==> config.mk <==
export PLATFORM = sky130hd
export DESIGN_NAME = rx_block_sync_flat
export DESIGN_NICKNAME = d
export VERILOG_FILES = /design/src/rtl/teng_phy_pkg.sv /design/src/rtl/rx_block_sync_if.sv /design/src/rtl/rx_ber_monitor.sv /design/src/rtl/rx_block_sync.sv /design/src/flat_wrapper.sv
export SDC_FILE = /design/constraint.sdc
export NUM_CORES = 1
export LEC_CHECK = 0
export BUFFER_PORTS_ARGS = -buffer_cell sky130_fd_sc_hd__buf_2
export CORE_ASPECT_RATIO = 0.7
export CORE_UTILIZATION = 40
export DETAILED_ROUTE_END_ITERATION = 6
export MAX_ROUTING_LAYER = met4
export PLACE_DENSITY = 0.63
export SLEW_MARGIN = 10
export SYNTH_ARGS = -nofsm -noshare
export SYNTH_HDL_FRONTEND = slang
export SYNTH_SLANG_ARGS = --single-unit
==> constraint.sdc <==
create_clock -name clk_i -period 3 [get_ports clk_i]
set_input_delay 0.15 -clock clk_i [delete_from_list [all_inputs] [get_ports clk_i]]
set_output_delay 0.15 -clock clk_i [all_outputs]
set_load 0.005 [all_outputs]
==> src/rtl/teng_phy_pkg.sv <==
// Shared 10GBASE-R receive definitions: block-sync FSM encoding, sync-header codes,
// default window sizes and the header validity check.
package teng_phy_pkg;

  typedef logic [1:0] bsync_state_t;

  localparam logic [1:0] ST_HUNT      = 2'd0;
  localparam logic [1:0] ST_SLIP      = 2'd1;
  localparam logic [1:0] ST_SLIP_WAIT = 2'd2;
  localparam logic [1:0] ST_LOCKED    = 2'd3;

  localparam logic [1:0] SYNC_HDR_DATA = 2'b10;
  localparam logic [1:0] SYNC_HDR_CTRL = 2'b01;

  localparam int DEF_SH_CNT_MAX        = 64;
  localparam int DEF_SH_INVLD_MAX      = 16;
  localparam int DEF_SLIP_WAIT_CYCLES  = 32;
  localparam int DEF_BER_WINDOW_CYCLES = 39063;
  localparam int DEF_BER_INVLD_MAX     = 16;

  function automatic logic sync_hdr_valid(input logic [1:0] hdr);
    return (hdr == SYNC_HDR_DATA) || (hdr == SYNC_HDR_CTRL);
  endfunction

endpackage

==> src/rtl/rx_block_sync_if.sv <==
// Header/lock signal bundle between the GTX receive datapath and rx_block_sync.
// slave = block-sync side; master = the side presenting headers and consuming lock/slip.
interface rx_block_sync_if;
  logic [1:0]  decode_head_i;
  logic        decode_data_vld_i;
  logic        block_lock_o;
  logic        gt_rxslip_o;
  logic        hi_ber_o;
  logic [15:0] slip_cnt_o;

  modport slave (
    input  decode_head_i, decode_data_vld_i,
    output block_lock_o, gt_rxslip_o, hi_ber_o, slip_cnt_o
  );

  modport master (
    output decode_head_i, decode_data_vld_i,
    input  block_lock_o, gt_rxslip_o, hi_ber_o, slip_cnt_o
  );
endinterface

==> src/rtl/rx_ber_monitor.sv <==
// Invalid-sync-header rate monitor: flags high BER when BER_INVLD_MAX bad headers land in one
// BER_WINDOW_CYCLES window while locked; 1-cycle registered output, everything held at 0 when unlocked.
module rx_ber_monitor
  import teng_phy_pkg::*;
#(
  parameter int BER_WINDOW_CYCLES = DEF_BER_WINDOW_CYCLES,
  parameter int BER_INVLD_MAX     = DEF_BER_INVLD_MAX
) (
  input  logic clk_i,
  input  logic rst_i,
  input  logic lock_i,
  input  logic hdr_vld_i,
  input  logic hdr_invld_i,
  output logic hi_ber_o
);

  localparam int TMR_W = (BER_WINDOW_CYCLES > 1) ? $clog2(BER_WINDOW_CYCLES) : 1;
  localparam int CNT_W = $clog2(BER_INVLD_MAX + 1);
  localparam logic [TMR_W-1:0] TMR_LAST = TMR_W'(BER_WINDOW_CYCLES - 1);
  localparam logic [CNT_W-1:0] CNT_MAX  = CNT_W'(BER_INVLD_MAX);

  logic [TMR_W-1:0] timer_q, timer_d;
  logic [CNT_W-1:0] cnt_q, cnt_d, cnt_inc;
  logic             hi_q, hi_d;

  always_comb begin
    cnt_inc = cnt_q;
    if (hdr_vld_i && hdr_invld_i && (cnt_q != CNT_MAX)) cnt_inc = cnt_q + CNT_W'(1);
    timer_d = '0;
    cnt_d   = '0;
    hi_d    = 1'b0;
    if (lock_i) begin
      // At the wrap the flag survives only if this window also reached the limit.
      if (timer_q == TMR_LAST) begin
        hi_d = (cnt_inc == CNT_MAX);
      end else begin
        timer_d = timer_q + TMR_W'(1);
        cnt_d   = cnt_inc;
        hi_d    = hi_q | (cnt_inc == CNT_MAX);
      end
    end
  end

  always_ff @(posedge clk_i or posedge rst_i) begin
    if (rst_i) begin
      timer_q <= '0;
      cnt_q   <= '0;
      hi_q    <= 1'b0;
    end else begin
      timer_q <= timer_d;
      cnt_q   <= cnt_d;
      hi_q    <= hi_d;
    end
  end

  assign hi_ber_o = hi_q;

endmodule

==> src/rtl/rx_block_sync.sv <==
// 10GBASE-R block-lock FSM: hunts by pulsing GTX RX slip (slip 2 cycles after a bad header), declares lock.
// BER monitor is built only with RX_BLOCK_SYNC_BER_MON_EN defined; otherwise hi_ber_o is tied to 0.
module rx_block_sync
  import teng_phy_pkg::*;
#(
  parameter int SH_CNT_MAX        = DEF_SH_CNT_MAX,
  parameter int SH_INVLD_MAX      = DEF_SH_INVLD_MAX,
  parameter int SLIP_WAIT_CYCLES  = DEF_SLIP_WAIT_CYCLES,
  parameter int BER_WINDOW_CYCLES = DEF_BER_WINDOW_CYCLES,
  parameter int BER_INVLD_MAX     = DEF_BER_INVLD_MAX
) (
  input logic            clk_i,
  input logic            rst_i,
  rx_block_sync_if.slave sync_if
);

  localparam int WAIT_W = (SLIP_WAIT_CYCLES > 1) ? $clog2(SLIP_WAIT_CYCLES) : 1;
  localparam logic [WAIT_W-1:0] WAIT_LAST = WAIT_W'(SLIP_WAIT_CYCLES - 1);
  localparam logic [6:0]        SH_LAST   = 7'(SH_CNT_MAX);
  localparam logic [4:0]        INV_LAST  = 5'(SH_INVLD_MAX);

  bsync_state_t      state_q, state_d;
  logic [6:0]        sh_cnt_q, sh_cnt_d, sh_inc;
  logic [4:0]        invld_cnt_q, invld_cnt_d, invld_inc;
  logic [WAIT_W-1:0] wait_cnt_q, wait_cnt_d;
  logic              lock_q, slip_q;
  logic [15:0]       slip_cnt_q;
  logic              hdr_vld, hdr_ok, hi_ber;

  assign hdr_vld = sync_if.decode_data_vld_i;
  assign hdr_ok  = sync_hdr_valid(sync_if.decode_head_i);

  always_comb begin
    state_d     = state_q;
    sh_cnt_d    = sh_cnt_q;
    invld_cnt_d = invld_cnt_q;
    wait_cnt_d  = wait_cnt_q;
    sh_inc      = sh_cnt_q + 7'd1;
    invld_inc   = invld_cnt_q + {4'd0, ~hdr_ok};
    case (state_q)
      ST_HUNT: begin
        if (hdr_vld) begin
          if (!hdr_ok) begin
            state_d = ST_SLIP;
          end else if (sh_inc == SH_LAST) begin
            state_d     = ST_LOCKED;
            sh_cnt_d    = '0;
            invld_cnt_d = '0;
          end else begin
            sh_cnt_d = sh_inc;
          end
        end
      end
      ST_SLIP: begin
        state_d     = ST_SLIP_WAIT;
        sh_cnt_d    = '0;
        invld_cnt_d = '0;
        wait_cnt_d  = '0;
      end
      ST_SLIP_WAIT: begin
        if (wait_cnt_q == WAIT_LAST) state_d = ST_HUNT;
        else                         wait_cnt_d = wait_cnt_q + WAIT_W'(1);
      end
      ST_LOCKED: begin
        // Loss of lock takes priority when the window closes on the final bad header.
        if (hdr_vld) begin
          if (invld_inc == INV_LAST) begin
            state_d = ST_SLIP;
          end else if (sh_inc == SH_LAST) begin
            sh_cnt_d    = '0;
            invld_cnt_d = '0;
          end else begin
            sh_cnt_d    = sh_inc;
            invld_cnt_d = invld_inc;
          end
        end
      end
      default: state_d = ST_HUNT;
    endcase
  end

  always_ff @(posedge clk_i or posedge rst_i) begin
    if (rst_i) begin
      state_q     <= ST_HUNT;
      sh_cnt_q    <= '0;
      invld_cnt_q <= '0;
      wait_cnt_q  <= '0;
      lock_q      <= 1'b0;
      slip_q      <= 1'b0;
      slip_cnt_q  <= '0;
    end else begin
      state_q     <= state_d;
      sh_cnt_q    <= sh_cnt_d;
      invld_cnt_q <= invld_cnt_d;
      wait_cnt_q  <= wait_cnt_d;
      lock_q      <= (state_d == ST_LOCKED);
      slip_q      <= (state_q == ST_SLIP);
      if ((state_q == ST_SLIP) && (slip_cnt_q != 16'hFFFF)) slip_cnt_q <= slip_cnt_q + 16'd1;
    end
  end

`ifdef RX_BLOCK_SYNC_BER_MON_EN
  rx_ber_monitor #(
    .BER_WINDOW_CYCLES (BER_WINDOW_CYCLES),
    .BER_INVLD_MAX     (BER_INVLD_MAX)
  ) u_ber_monitor (
    .clk_i       (clk_i),
    .rst_i       (rst_i),
    .lock_i      (lock_q),
    .hdr_vld_i   (hdr_vld),
    .hdr_invld_i (~hdr_ok),
    .hi_ber_o    (hi_ber)
  );
`else
  // Constant 0; the BER parameters are referenced so both builds accept the same overrides.
  assign hi_ber = 1'b0 && (BER_WINDOW_CYCLES > 0) && (BER_INVLD_MAX > 0);
`endif

  assign sync_if.block_lock_o = lock_q;
  assign sync_if.gt_rxslip_o  = slip_q;
  assign sync_if.hi_ber_o     = hi_ber;
  assign sync_if.slip_cnt_o   = slip_cnt_q;

endmodule
==> src/flat_wrapper.sv <==
// flat-port wrapper written by rule: the top's interface ports become plain ports
module rx_block_sync_flat import teng_phy_pkg::*;
#(
  parameter int SH_CNT_MAX        = DEF_SH_CNT_MAX,
  parameter int SH_INVLD_MAX      = DEF_SH_INVLD_MAX,
  parameter int SLIP_WAIT_CYCLES  = DEF_SLIP_WAIT_CYCLES,
  parameter int BER_WINDOW_CYCLES = DEF_BER_WINDOW_CYCLES,
  parameter int BER_INVLD_MAX     = DEF_BER_INVLD_MAX
)
  (clk_i, rst_i, sync_if_decode_head_i, sync_if_decode_data_vld_i, sync_if_block_lock_o, sync_if_gt_rxslip_o, sync_if_hi_ber_o, sync_if_slip_cnt_o);
  rx_block_sync_if sync_if_i ();
  input logic clk_i;
  input logic rst_i;
  input wire logic [$bits(sync_if_i.decode_head_i)-1:0] sync_if_decode_head_i;
  input wire logic [$bits(sync_if_i.decode_data_vld_i)-1:0] sync_if_decode_data_vld_i;
  output wire logic [$bits(sync_if_i.block_lock_o)-1:0] sync_if_block_lock_o;
  output wire logic [$bits(sync_if_i.gt_rxslip_o)-1:0] sync_if_gt_rxslip_o;
  output wire logic [$bits(sync_if_i.hi_ber_o)-1:0] sync_if_hi_ber_o;
  output wire logic [$bits(sync_if_i.slip_cnt_o)-1:0] sync_if_slip_cnt_o;
  assign sync_if_i.decode_head_i = sync_if_decode_head_i;
  assign sync_if_i.decode_data_vld_i = sync_if_decode_data_vld_i;
  assign sync_if_block_lock_o = sync_if_i.block_lock_o;
  assign sync_if_gt_rxslip_o = sync_if_i.gt_rxslip_o;
  assign sync_if_hi_ber_o = sync_if_i.hi_ber_o;
  assign sync_if_slip_cnt_o = sync_if_i.slip_cnt_o;
  rx_block_sync #(.SH_CNT_MAX(SH_CNT_MAX), .SH_INVLD_MAX(SH_INVLD_MAX), .SLIP_WAIT_CYCLES(SLIP_WAIT_CYCLES), .BER_WINDOW_CYCLES(BER_WINDOW_CYCLES), .BER_INVLD_MAX(BER_INVLD_MAX)) u_core (.clk_i(clk_i), .rst_i(rst_i), .sync_if(sync_if_i));
endmodule
==> flow_summary_export.csv, run 1 <==
group,metric,value,unit
status,status,"completed",
clock_network,cts_tree,"yes",
power_and_ir_drop,vdd_drop_max,0.000239,V
detailed_routing,viasPerCell,5.35,
timing,period_needed,2.44,ns
timing,period_share,81.5,%
logic_synthesis,synthCells,210,
timing,skew,0.00837,ns
logic_synthesis,synth_edf_count,0,
placement,numPlacedInstances,298,
detailed_routing,via_count,1643,
detailed_routing,dr.pass1.iters,4,
timing,worst_slack,0.555,ns
worst_setup_path,path_class,"register to register",
final_layout,synthToLayoutAreaGrowth,14.3,%
grt,grt_max_degree,38,
timing,hold_viol,0,
floorplanning,start_util,42.1,%
min_path,hp-class,"input port to register",
worst_setup_path,cp_slowest_cell,"dfrtp_1",
timing,setup_viol,0,
final_layout,layout.cells.non_filler,307,
clock_network,cts_made_buffers,5,
min_path,hold_path_depth,3,
placement,portBuffers,22,
worst_setup_path,path_buf_inv,1,
worst_setup_path,crit_chain,"ha_1, ha_1, and3b_1, o21ai_0, o211ai_1, buf_4, a211oi_1, mux2i_1",
power_and_ir_drop,total_power,0.00153,W
timing,final_max_slew_viol_count,0,
timing,rsz0062_at_grt,"no",
worst_setup_path,worstSetupEndpointType,"register",
min_path,holdCritStartpoint,"sync_if_decode_data_vld_i",
worst_setup_path,start_kind,"register",
logic_synthesis,synth_ff_type,"dfrtp_1",
timing,fmax,0.409,GHz
clock_network,clock_latency,0.29,ns
grt,grt_pass1_wl,6.91,mm
detailed_routing,wl_per_cell,13.6,um
floorplanning,rows,21,
clock_network,clk_path_buf_depth,2,
logic_synthesis,netlist_area,0.00202,mm2
clock_network,ctsResizeCount,0,
placement,placed_area,0.00222,mm2
grt,grt_usage,17.7,%
worst_setup_path,crit_path_frequent_cell,"ha_1",
power_and_ir_drop,p_per_area,660,mW/mm2
grt,grt_antenna_before_repair,0,
final_layout,diodes,0,
final_layout,finish.instance_area,0.00231,mm2
clock_network,cts.sinks,37,
min_path,min_to,"u_core.state_q[0]",
clock_network,h-tree-depth,2,
floorplanning,die_w,87.0,um
timing,worst_pin_slew,0.606,ns
detailed_routing,route.detailed.drc,0,
placement,place_congestion,0.859,
timing,finalSetupTns,0,ns
detailed_routing,drt_iter0_drc,128,
floorplanning,dieHeight,61.5,um
logic_synthesis,synth-async-reset-ratio,100,%
placement,hpwl,2.91,mm
worst_setup_path,cp.required,3.21,ns
worst_setup_path,cp_max_fo,8,
power_and_ir_drop,p_leak,1.08,nW
detailed_routing,drt-total-wl,4.19,mm
placement,post-place-ws,0.385,ns
logic_synthesis,ys_seq_area_share,45.8,%
floorplanning,core,0.00481,mm2
grt,grt_overflow,0,
worst_setup_path,r2r_start,"u_core.invld_cnt_q[0]",
logic_synthesis,ys_ff_latch,37,
logic_synthesis,synth_cell_types,46,
detailed_routing,ant_nets,0,
worst_setup_path,critPathMaxStageDelay,0.39,ns
logic_synthesis,yosysWarnings,0,
worst_setup_path,r2r_end,"u_core.sh_cnt_q[5]",
logic_synthesis,syn-num-nets,221,
floorplanning,die_area,0.00535,mm2
timing,slew_headroom,59.4,%
final_layout,nets,248,
worst_setup_path,crit_family,"compound AO/OA/AOI/OAI gates",
worst_setup_path,r2r_slack,0.56,ns
final_layout,drive_gt1_share,17.6,%
job,drv_cap,0,
clock_network,ctsRootBufferMaster,"clkbuf_8",
grt,first_global_vias,1405,
worst_setup_path,r2r.worst_path.cells,8,
logic_synthesis,avgSynthCellArea,9.63,um2
clock_network,clkTransAtPathRegs,0.08,ns
worst_setup_path,worst_ep_arrival_time,2.66,ns
floorplanning,pin_count,24,
layout make-up:
class | count | area (um2)
Multi-Input combinational cell | 157 | 1030
Clock buffer | 6 | 72.6
Inverter | 8 | 30.0
Sequential cell | 37 | 926
Tap cell | 69 | 86.3
Fill cell | 471 | 2500
Timing Repair Buffer | 28 | 158
Clock inverter | 2 | 10.0
how the worst max path moves through the flow:
stage,startpoint,end,cells after the start
after floorplan,u_core.invld_cnt_q[0],u_core.sh_cnt_q[5],8
after global placement,sync_if_decode_head_i[1],u_core.sh_cnt_q[0],9
after detailed placement,sync_if_decode_head_i[1],u_core.sh_cnt_q[0],9
after CTS,u_core.invld_cnt_q[0],u_core.sh_cnt_q[5],8
after global routing,u_core.invld_cnt_q[0],u_core.sh_cnt_q[5],8
final,u_core.invld_cnt_q[0],u_core.sh_cnt_q[5],8
cells in the mapped netlist, drive strengths merged, types with 3 or more instances:
library cell	number	area, um2
nand2	22	82.6
o21ai	14	70.1
nand4	7	43.8
nor3	8	40.0
ha	6	75.1
a2111o	3	33.8
buf	5	26.3
nor2	8	30.0
clkbuf	3	11.3
xor2	3	26.3
xnor2	10	87.6
and3	10	67.6
nand3	10	50.1
inv	8	30.0
a32oi	3	26.3
o22a	3	26.3
a21oi	12	60.1
mux2	4	45.0
dfrtp	37	926
cells in the final DEF, fill, tap and decap left out, types with 2 or more instances in the layout:
master	n
dfrtp_1	37
nand2_1	22
buf_2	22
o21ai_0	14
a21oi_1	12
nand3_1	10
xnor2_1	10
and3_1	9
inv_1	8
nor2_1	8
nor3_1	8
nand4_1	7
ha_1	6
clkbuf_8	5
buf_4	5
mux2_2	4
a32oi_1	3
a2111o_1	3
xor2_1	3
o22a_1	3
and4_1	2
a211oi_1	2
nor2b_1	2
and4b_1	2
and2_1	2
a22oi_1	2
o211ai_1	2
or2_2	2
o22ai_1	2
a22o_1	2
clkinv_2	2
registers in the layout, summed over array words and instances (netlist names):
name	count
u_core.sh_cnt_q	7
u_core.wait_cnt_q	5
u_core.invld_cnt_q	5
u_core.state_q	2
u_core.sync_if.slip_cnt_o	16
u_core.sync_if.gt_rxslip_o	1
u_core.sync_if.block_lock_o	1
routing by layer:
layer	track usage, %	wire length [um]
met5	-	0
met4	5.95	36
met3	4.02	156
met2	21.7	1560
met1	27.5	2430
cell families (layout without fill, tap and decap cells):
kind of cell | after synthesis | after routing | share of synthesized area [%]
other | 1 | 1 | 0.185
DFF | 37 | 37 | 45.8
xor gates and xnor gates | 13 | 13 | 5.63
muxes | 5 | 5 | 2.72
buffers and inverters | 16 | 44 | 3.34
AOI/OAI and AO/OA | 51 | 51 | 17.0
and+or+nand+nor | 81 | 81 | 21.7
adders and majority gates | 6 | 6 | 3.71
tightest hold or removal path, delay by kind of cell:
family	cells	cell delay (ns)
buf+inv	1	0.12
compound gates	1	0.10
simple gates	1	0.07
what timing repair did:
item / CTS / global route
hold buffers: 1 / 0
endpoints found under the hold margin: 37 / 0
buffers inserted: 0 / 0
per-stage QoR:
step / hold slack [ns] / utilization (%)
after floorplan: 0.303 / -
after global placement: 0.287 / 46.1
after detailed placement: 0.287 / 46.1
after CTS: 0.186 / 48.1
after global routing: 0.190 / 48.1
final: 0.193 / 48.1
power breakdown:
group	switching [W]	internal [W]
logic	0.000232	0.000215
clock network	0.000182	0.000161
registers	0.000127	0.000608
total	0.000541	0.000984
No activity file was read; power rests on OpenSTA's default activity.
==> inputs of run 2 (changes only) <==
PLACE_DENSITY = 0.66   (was 0.63)
clock period = 2.2 ns   (was 3 ns; I/O delays follow)
==> flow_summary_export.csv, run 2 (same netlist as run 1, synthesis figures left out) <==
group,metric,value,unit
final_layout,diodes,0,
detailed_routing,via_count,1689,
timing,period_share,94.0,%
placement,portBuffers,22,
grt,grt_antenna_before_repair,0,
power_and_ir_drop,power_frac_comb,32.5,%
placement,placed_area,0.00226,mm2
clock_network,cts.sinks,37,
worst_setup_path,crit_family,"multiplexers",
worst_setup_path,path_class,"register to register",
worst_setup_path,worst_ep_arrival_time,2.25,ns
worst_setup_path,worstSetupStartpoint,"u_core.invld_cnt_q[0]",
detailed_routing,viasPerCell,5.36,
power_and_ir_drop,p_per_area,905,mW/mm2
worst_setup_path,worstSetupEndpointType,"register",
final_layout,nets,256,
worst_setup_path,critPathMaxStageDelay,0.35,ns
floorplanning,die_area,0.00535,mm2
clock_network,h-tree-depth,2,
detailed_routing,wl_per_cell,13.7,um
grt,first_global_vias,1479,
detailed_routing,drt_iter0_drc,143,
worst_setup_path,path_buf_inv,1,
worst_setup_path,crit_chain,"ha_2, ha_4, o21ai_0, mux2_2, o211ai_1, buf_4, nand3_2, mux2_2",
timing,hold_viol,0,
power_and_ir_drop,seqPwrFrac,46.3,%
floorplanning,core,0.00481,mm2
clock_network,clk_path_buf_depth,2,
timing,setup_viol,0,
job,drv_cap,0,
floorplanning,pin_count,24,
placement,numPlacedInstances,304,
worst_setup_path,r2r_end,"u_core.sh_cnt_q[1]",
grt,grt_pass1_wl,7.23,mm
worst_setup_path,r2r.worst_path.cells,8,
status,status,"completed",
worst_setup_path,cp_max_fo,6,
power_and_ir_drop,p_int,0.00141,W
timing,skew,0.00818,ns
power_and_ir_drop,vdd_drop_max,0.000307,V
timing,period_needed,2.07,ns
floorplanning,rows,21,
final_layout,layout_commonest_cell,"dfrtp_1",
floorplanning,dieHeight,61.5,um
placement,hpwl,3.01,mm
detailed_routing,dr.pass1.iters,4,
floorplanning,die_w,87.0,um
timing,final_max_slew_viol_count,0,
timing,rsz0062_at_grt,"no",
clock_network,clock_latency,0.29,ns
worst_setup_path,crit_path_frequent_cell,"mux2_2",
worst_setup_path,crit_end,"u_core.sh_cnt_q[1]",
clock_network,cts_tree,"yes",
clock_network,ctsRootBufferMaster,"clkbuf_8",
detailed_routing,drt-total-wl,4.33,mm
grt,grt_usage,18.7,%
final_layout,most-common-layout-cells,"dfrtp_1, buf_2, nand2_1, o21ai_0",
worst_setup_path,r2r_slack,0.13,ns
power_and_ir_drop,p_leak,1.12,nW
power_and_ir_drop,power_switching,0.000768,W
floorplanning,start_util,42.1,%
grt,grt_overflow,0,
power_and_ir_drop,clockPowerShare,21.2,%
final_layout,finish.instance_area,0.00240,mm2
final_layout,drive_gt1_share,22.8,%
detailed_routing,ant_nets,0,
worst_setup_path,start_kind,"register",
grt,grt_max_degree,38,
worst_setup_path,cp_slowest_cell,"dfrtp_1",
worst_setup_path,cp.required,2.38,ns
final_layout,largest_reg_flops,16,
placement,place_congestion,0.839,
power_and_ir_drop,netSwitchingFraction,35.3,%
final_layout,layout.cells.non_filler,315,
detailed_routing,route.detailed.drc,0,
timing,fmax,0.484,GHz
final_layout,synthToLayoutAreaGrowth,18.9,%
worst_setup_path,path_depth,8,
clock_network,clkTransAtPathRegs,0.07,ns
clock_network,cts_made_buffers,5,
worst_setup_path,r2r_start,"u_core.invld_cnt_q[0]",
min_path,hp-class,"input port to register",
run 2: how the worst min path moves through the flow:
| stage | startpoint | to | cells past startpoint | slack [ns] |
|---|---|---|---|---|
| 3_5_place_dp | rst_i | u_core.sh_cnt_q[5] | 3 | 0.25 |
| 2_1_floorplan | sync_if_decode_data_vld_i | u_core.state_q[0] | 2 | 0.26 |
| 6_report | sync_if_decode_data_vld_i | u_core.state_q[0] | 3 | 0.13 |
| 4_1_cts | sync_if_decode_data_vld_i | u_core.state_q[0] | 3 | 0.12 |
| 3_3_place_gp | rst_i | u_core.sync_if.gt_rxslip_o | 3 | 0.25 |
| 5_1_grt | sync_if_decode_data_vld_i | u_core.state_q[0] | 3 | 0.13 |
run 2: metrics by stage:
step | worst slack (ns) | power (W) | utilization, % | hold slack (ns) | setup TNS, ns
after floorplan | 0.110 | 0.00145 | - | 0.263 | 0
after CTS | 0.0711 | 0.00215 | 49.0 | 0.124 | 0
after global routing | 0.0203 | 0.00235 | 50.0 | 0.130 | 0
final | 0.132 | 0.00217 | 50.0 | 0.135 | 0
after detailed placement | -0.0366 | 0.00167 | 47.1 | 0.254 | -0.0926
after global placement | 0.0626 | 0.00164 | 47.1 | 0.252 | 0
run 2: tightest hold or removal path, cell delays in order:
cell and delay (ns):
buf_2 0.12, o211ai_1 0.08, nand2_1 0.07
run 2: area by class of cell:
cell class	instances	area (um2)
Clock buffer	6	72.6
Clock inverter	2	10.0
Fill cell	475	2400
Inverter	8	30.0
Multi-Input combinational cell	157	1060
Sequential cell	37	926
Tap cell	69	86.3
Timing Repair Buffer	36	215
run 2: power groups by stage:
stage               combinational, W  sequential, W  clock [W]
CTS                         0.000663       0.000996   0.000487
detailed placement          0.000656        0.00101          0
finish                      0.000706        0.00101   0.000461
floorplan                   0.000482       0.000969          0
global placement            0.000634        0.00101          0
global route                0.000801        0.00104   0.000513
run 2: timing repair:
item | 4_1_cts | 5_1_grt
setup buffers | 0 | 1
hold buffers | 1 | 0
cloned | 0 | 1
hold endpoints to repair | 37 | 0
endpoints found under the setup margin | 3 | 8
pin swaps | 0 | 1
gates resized for setup | 2 | 9
run 2: layer usage:
layer	track usage (%)	wire [um]	vias up
li1	-	-	844
met2	24.2	1700	36
met4	5.71	21	0
met5	-	0	-
met1	27.4	2400	807
met3	5.63	203	2
